==> config.mk <==
export PLATFORM = sky130hd
export DESIGN_NAME = wt_sched_unit
export DESIGN_NICKNAME = d
export VERILOG_FILES = /design/src/rtl/wt_sched_unit.sv
export SDC_FILE = /design/constraint.sdc
export NUM_CORES = 2
export LEC_CHECK = 0
export BUFFER_PORTS_ARGS = -buffer_cell sky130_fd_sc_hd__clkbuf_2
export CAP_MARGIN = 10
export CORE_ASPECT_RATIO = 1.1
export CORE_UTILIZATION = 55
export CTS_CLUSTER_DIAMETER = 120
export DETAILED_ROUTE_END_ITERATION = 7
export PLACE_DENSITY_LB_ADDON = 0.05
export SLEW_MARGIN = 20
export SYNTH_ARGS = -nofsm -noshare
export SYNTH_HDL_FRONTEND = slang
export SYNTH_SLANG_ARGS = --single-unit
==> constraint.sdc <==
create_clock -name axi_aclk -period 52.8 [get_ports axi_aclk]
set_clock_uncertainty 0.15 [all_clocks]
set_input_delay 10.56 -clock axi_aclk [delete_from_list [all_inputs] [get_ports axi_aclk]]
set_output_delay 10.56 -clock axi_aclk [all_outputs]
set_load 0.05 [all_outputs]
==> src/rtl/wt_sched_unit.sv <==
// wt_sched_unit: SHA-2 message schedule generator streaming W(t) and its round index to the HCU
module wt_sched_unit #(
  parameter int S_AXIS_DATA_WIDTH = 512,
  parameter int M_AXIS_DATA_WIDTH = 64
) (
  input  logic                         axi_aclk,
  input  logic                         axi_reset,
  input  logic                         en,
  input  logic [1:0]                   sha_type,
  input  logic [S_AXIS_DATA_WIDTH-1:0] s_axis_tdata,
  input  logic                         s_axis_tvalid,
  output logic                         s_axis_tready,
  input  logic                         s_axis_tlast,
  output logic [M_AXIS_DATA_WIDTH-1:0] m_axis_tdata,
  output logic [6:0]                   m_axis_tuser,
  output logic                         m_axis_tvalid,
  input  logic                         m_axis_tready,
  output logic                         m_axis_tlast,
  output logic                         err
);
  typedef enum logic [1:0] {IDLE, LOAD, EMIT} state_t;
  localparam bit TWO_BEAT_BUS = S_AXIS_DATA_WIDTH == 512;
  state_t state, state_nx;
  logic mode64, last_blk, beat, two_beat, fin_beat, fin_round, s_acc, m_hs;
  logic [6:0] t, last_t;
  logic [63:0] win [16];
  logic [63:0] ld [16];
  logic [63:0] w_new;
  logic [1023:0] din;
  logic unused_sha_lsb;
  function automatic logic [31:0] s0_32(input logic [31:0] x);
    return {x[6:0], x[31:7]} ^ {x[17:0], x[31:18]} ^ (x >> 3);
  endfunction
  function automatic logic [31:0] s1_32(input logic [31:0] x);
    return {x[16:0], x[31:17]} ^ {x[18:0], x[31:19]} ^ (x >> 10);
  endfunction
  function automatic logic [63:0] s0_64(input logic [63:0] x);
    return {x[0], x[63:1]} ^ {x[7:0], x[63:8]} ^ (x >> 7);
  endfunction
  function automatic logic [63:0] s1_64(input logic [63:0] x);
    return {x[18:0], x[63:19]} ^ {x[60:0], x[63:61]} ^ (x >> 6);
  endfunction
  function automatic logic [63:0] bswap64(input logic [63:0] x);
    logic [63:0] y;
    for (int i = 0; i < 8; i++) y[8*i +: 8] = x[8*(7-i) +: 8];
    return y;
  endfunction
  function automatic logic [31:0] bswap32(input logic [31:0] x);
    return {x[7:0], x[15:8], x[23:16], x[31:24]};
  endfunction
  // SHA-224 and SHA-256 share a schedule, so only the word size is kept
  assign unused_sha_lsb = &{1'b0, sha_type[0]};
  assign din = 1024'(s_axis_tdata);
  assign two_beat = mode64 && TWO_BEAT_BUS;
  assign fin_beat = !two_beat || beat;
  assign last_t = mode64 ? 7'd79 : 7'd63;
  assign fin_round = t == last_t;
  assign s_acc = s_axis_tvalid && s_axis_tready;
  assign m_hs = m_axis_tvalid && m_axis_tready;
  assign m_axis_tdata = win[0];
  assign m_axis_tuser = t;
  assign w_new = mode64 ? s1_64(win[14]) + win[9] + s0_64(win[1]) + win[0]
                        : {32'h0, s1_32(win[14][31:0]) + win[9][31:0] + s0_32(win[1][31:0]) + win[0][31:0]};
  // On a two-beat bus each beat carries eight 64-bit words for its half of the window
  always_comb begin
    for (int i = 0; i < 16; i++)
      ld[i] = mode64 ? bswap64(din[64*(TWO_BEAT_BUS ? i % 8 : i) +: 64]) : {32'h0, bswap32(din[32*i +: 32])};
  end
  always_comb begin
    state_nx = state;
    case (state)
      IDLE:    state_nx = en ? LOAD : IDLE;
      LOAD:    state_nx = (s_acc && fin_beat) ? EMIT : LOAD;
      EMIT:    state_nx = (m_hs && fin_round) ? (last_blk ? IDLE : LOAD) : EMIT;
      default: state_nx = IDLE;
    endcase
  end
  always_ff @(posedge axi_aclk or posedge axi_reset) begin
    if (axi_reset) state <= IDLE;
    else state <= state_nx;
  end
  always_ff @(posedge axi_aclk or posedge axi_reset) begin
    if (axi_reset) begin
      mode64 <= 1'b0;
      last_blk <= 1'b0;
      beat <= 1'b0;
      t <= '0;
      s_axis_tready <= 1'b0;
      m_axis_tvalid <= 1'b0;
      m_axis_tlast <= 1'b0;
      err <= 1'b0;
      for (int i = 0; i < 16; i++) win[i] <= '0;
    end else begin
      err <= 1'b0;
      if (state == IDLE && en) begin
        mode64 <= sha_type[1];
        beat <= 1'b0;
        s_axis_tready <= 1'b1;
      end
      if (s_acc) begin
        for (int i = 0; i < 16; i++)
          if (!two_beat || (i / 8) == int'(beat)) win[i] <= ld[i];
        beat <= !fin_beat;
        if (fin_beat) begin
          last_blk <= s_axis_tlast;
          s_axis_tready <= 1'b0;
          m_axis_tvalid <= 1'b1;
          m_axis_tlast <= 1'b0;
          t <= '0;
        end else err <= s_axis_tlast;
      end
      if (m_hs) begin
        for (int i = 0; i < 15; i++) win[i] <= win[i+1];
        win[15] <= w_new;
        t <= t + 7'd1;
        m_axis_tlast <= last_blk && (t + 7'd1 == last_t);
        if (fin_round) begin
          m_axis_tvalid <= 1'b0;
          s_axis_tready <= !last_blk;
        end
      end
    end
  end
endmodule
==> impl_metrics.tcl <==
set metrics [dict create \
    drive_above_1_share_pct 13.4 \
    synthSimpleGateAreaFrac_pct 11.7 \
    syn_inst 7029 \
    start_util_pct 55.5 \
    synth.mux.area_fraction_pct 5.61 \
    violations "design-rule violations" \
    cts_tree "built" \
    dieHeight_um 359 \
    die_w_um 326 \
    holdBufCountCts 0 \
    io_buffers 593 \
    antenna_found_initial 99 \
    syn2layout_area_growth_pct 10.6 \
    crit_path_end_kind "flip-flop" \
    synth_compound_area_share_pct 20.0 \
    maxSlewViolCount 0 \
    status "complete, but fails checks" \
    yosysTopAreaCell "dfrtp_1" \
    fmax_ghz 0.0665 \
    drc 130 \
    critPathLaunchType "primary input" \
    cts_resized 0 \
    boundaryPins 595 \
    cts-root-buf "clkbuf_16" \
    num_rows 130 \
    utilization_pct 61.4 \
    yosysMostFrequentCell "dfrtp_1" \
    finalWirelength_mm 313 \
    tightest_slew_ns 1.20 \
    htreeDepth 3 \
    hold_violations 0 \
    cts.sinks 1040 \
    num_vias 60200 \
    synth_seq_cells 1040 \
    hold_class "flip-flop to flip-flop" \
    post_drt_wl_per_cell_um 35.7 \
    synth_edf_count 0 \
    grtUsageTotal_pct 52.5 \
    regArea_mm2 0.0260 \
    synthTopCellsByArea "dfrtp_1 41%, fa_1 5.9%, mux2i_1 5.6%, a21oi_1 5.0%, a222oi_1 4.1%" \
    ys_warn_count 0 \
    crit_required_ns 53.28 \
    viasPerCell 6.85 \
    syn-mean-instance-area_um2 9.05 \
    gp_congestion 1.18 \
    dp_hpwl_mm 238 \
    design.core.area_mm2 0.115 \
    design.die.area_mm2 0.117 \
    clock_latency_ns 0.78 \
    grt-ovfl-total 0 \
    period_share_pct 28.5 \
    drt_iter0_drc 11300 \
    fillers 10100 \
    ys_seq_area_share_pct 40.9 \
    ant_nets 0 \
    critPathKind "primary input to flip-flop" \
    yosys-top-cells-count "1040 x dfrtp_1, 637 x nand2_1, 631 x a21oi_1" \
    first_global_vias 53900 \
    multi_input_area_mm2 0.0326 \
    setup_viol 0 \
    synth_top_family_by_area "compound AO/OA/AOI/OAI gates" \
    synth_nets 7834 \
    grt_first_pass_wirelength_mm 424 \
    slew_headroom_pct 19.7 \
    min_period_ns 15.03 \
    yosysUniqueCellTypes 82 \
    cts.reportedPaths.clkPinSlew_ns 0.07 \
    grt_max_degree 235 \
    worstPathArrival_ns 15.52 \
    yosys.area_share.adder_pct 7.83 \
    synth-main-ff-cell "dfrtp_1" \
    cts_made_buffers 110 \
    path_max_fanout 192 \
    syn_area_mm2 0.0636 \
    synth-xor-area-share_pct 6.02 \
    post_cts_buffers 0 \
    drv_cap 0 \
    setup-tns-final_ns 0 \
    firstDrtPassIters 8 \
    async_reset_ff_share_pct 100 \
    rsz0062_at_grt "no" \
    yosysTopAreaCellShare_pct 40.9 \
    final_nets 7898 \
    clockBufferDepth 3 \
]
-- state kept, by name, indices dropped and copies added, names as in the netlist --
register and cells:
last_blk 1, s_axis_tready 1, m_axis_tdata 64, m_axis_tlast 1, m_axis_tuser 7, m_axis_tvalid 1
mode64 1, state 2, win 960, err 1, beat 1
-- worst paths after layout --
check	slack [ns]	endpoint	cells after the start	from
setup / recovery	37.77	win[89]	10	m_axis_tready
hold / removal	0.32	win[87]	2	win[23]
setup reg to reg	46.18	win[55]	16	win[74]
hold reg to reg	0.32	win[87]	2	win[23]
max in group asynchronous	39.44	win[855]	5	axi_reset
min in group asynchronous	9.73	m_axis_tuser[2]	2	axi_reset
-- kinds of logic after synthesis --
family                     count (synthesis)
AOI/OAI and AO/OA                       1945
xor gates and xnor gates                 437
adders and majority gates                285
buffers and inverters                   1273
DFF                                     1040
muxes                                    356
and+or+nand+nor                         1693
-- critical path: stages --
cell and delay [ns]:
clkbuf_2 0.13, and2_4 0.52, buf_4 0.81, buf_4 0.84
buf_4 0.81, buf_12 0.59, a21oi_1 0.33, a21oi_1 0.27
a21oi_1 0.05, o21ai_0 0.20
-- metal layers --
metal  vias to the layer above  routed length [um]  GRT usage, %
li1                      24700                   -             -
met1                     29800              111000          66.8
met2                      4598              122000          68.6
met3                      1021               51300          23.6
met4                        40               28200          40.8
met5                         -                 355          1.81
-- layout make-up --
cell class              count  area share (%)
multi-input cells        4716            46.3
flip-flops and latches   1040            37.0
repair buffers            671            5.29
clock buffers             161            4.59
inverters                 554            2.97
well taps                1518            2.70
clock inverters            44           0.818
diodes                     85           0.302
-- per-stage QoR --
step           area (um2)  std cells  hold WS, ns  setup slack, ns
2_1_floorplan       63600       7029        0.295            12.82
3_3_place_gp        66300       8499        0.306            37.37
3_5_place_dp        66300       8499        0.317            37.38
4_1_cts             70100       8704        0.314            38.15
5_1_grt             70300       8760        0.335            37.67
6_report            70300       8789        0.317            37.77
-- layout by cell type, fill, tap and decap left out, types with 64 or more instances in the layout --
| cell | netlist | routed |
|---|---|---|
| o22ai_1 | 172 | 172 |
| diode_2 | 0 | 85 |
| nand3_1 | 335 | 334 |
| clkbuf_2 | 1 | 593 |
| a31oi_1 | 253 | 253 |
| fa_1 | 188 | 188 |
| o221a_2 | 71 | 71 |
| ha_1 | 97 | 97 |
| xor2_1 | 156 | 156 |
| nor2_1 | 463 | 460 |
| nand2_1 | 637 | 636 |
| a222oi_1 | 258 | 258 |
| a21oi_1 | 631 | 631 |
| mux2i_1 | 354 | 354 |
| o21ai_0 | 338 | 338 |
| nand2b_1 | 147 | 147 |
| xnor2_1 | 281 | 281 |
| clkbuf_16 | 0 | 111 |
| dfrtp_1 | 1040 | 1039 |
| buf_4 | 67 | 64 |
| inv_1 | 554 | 553 |
Power is left out: the tool's default activity adds up to more than one toggle a clock period on the data nets, which glitch-free logic cannot reach.
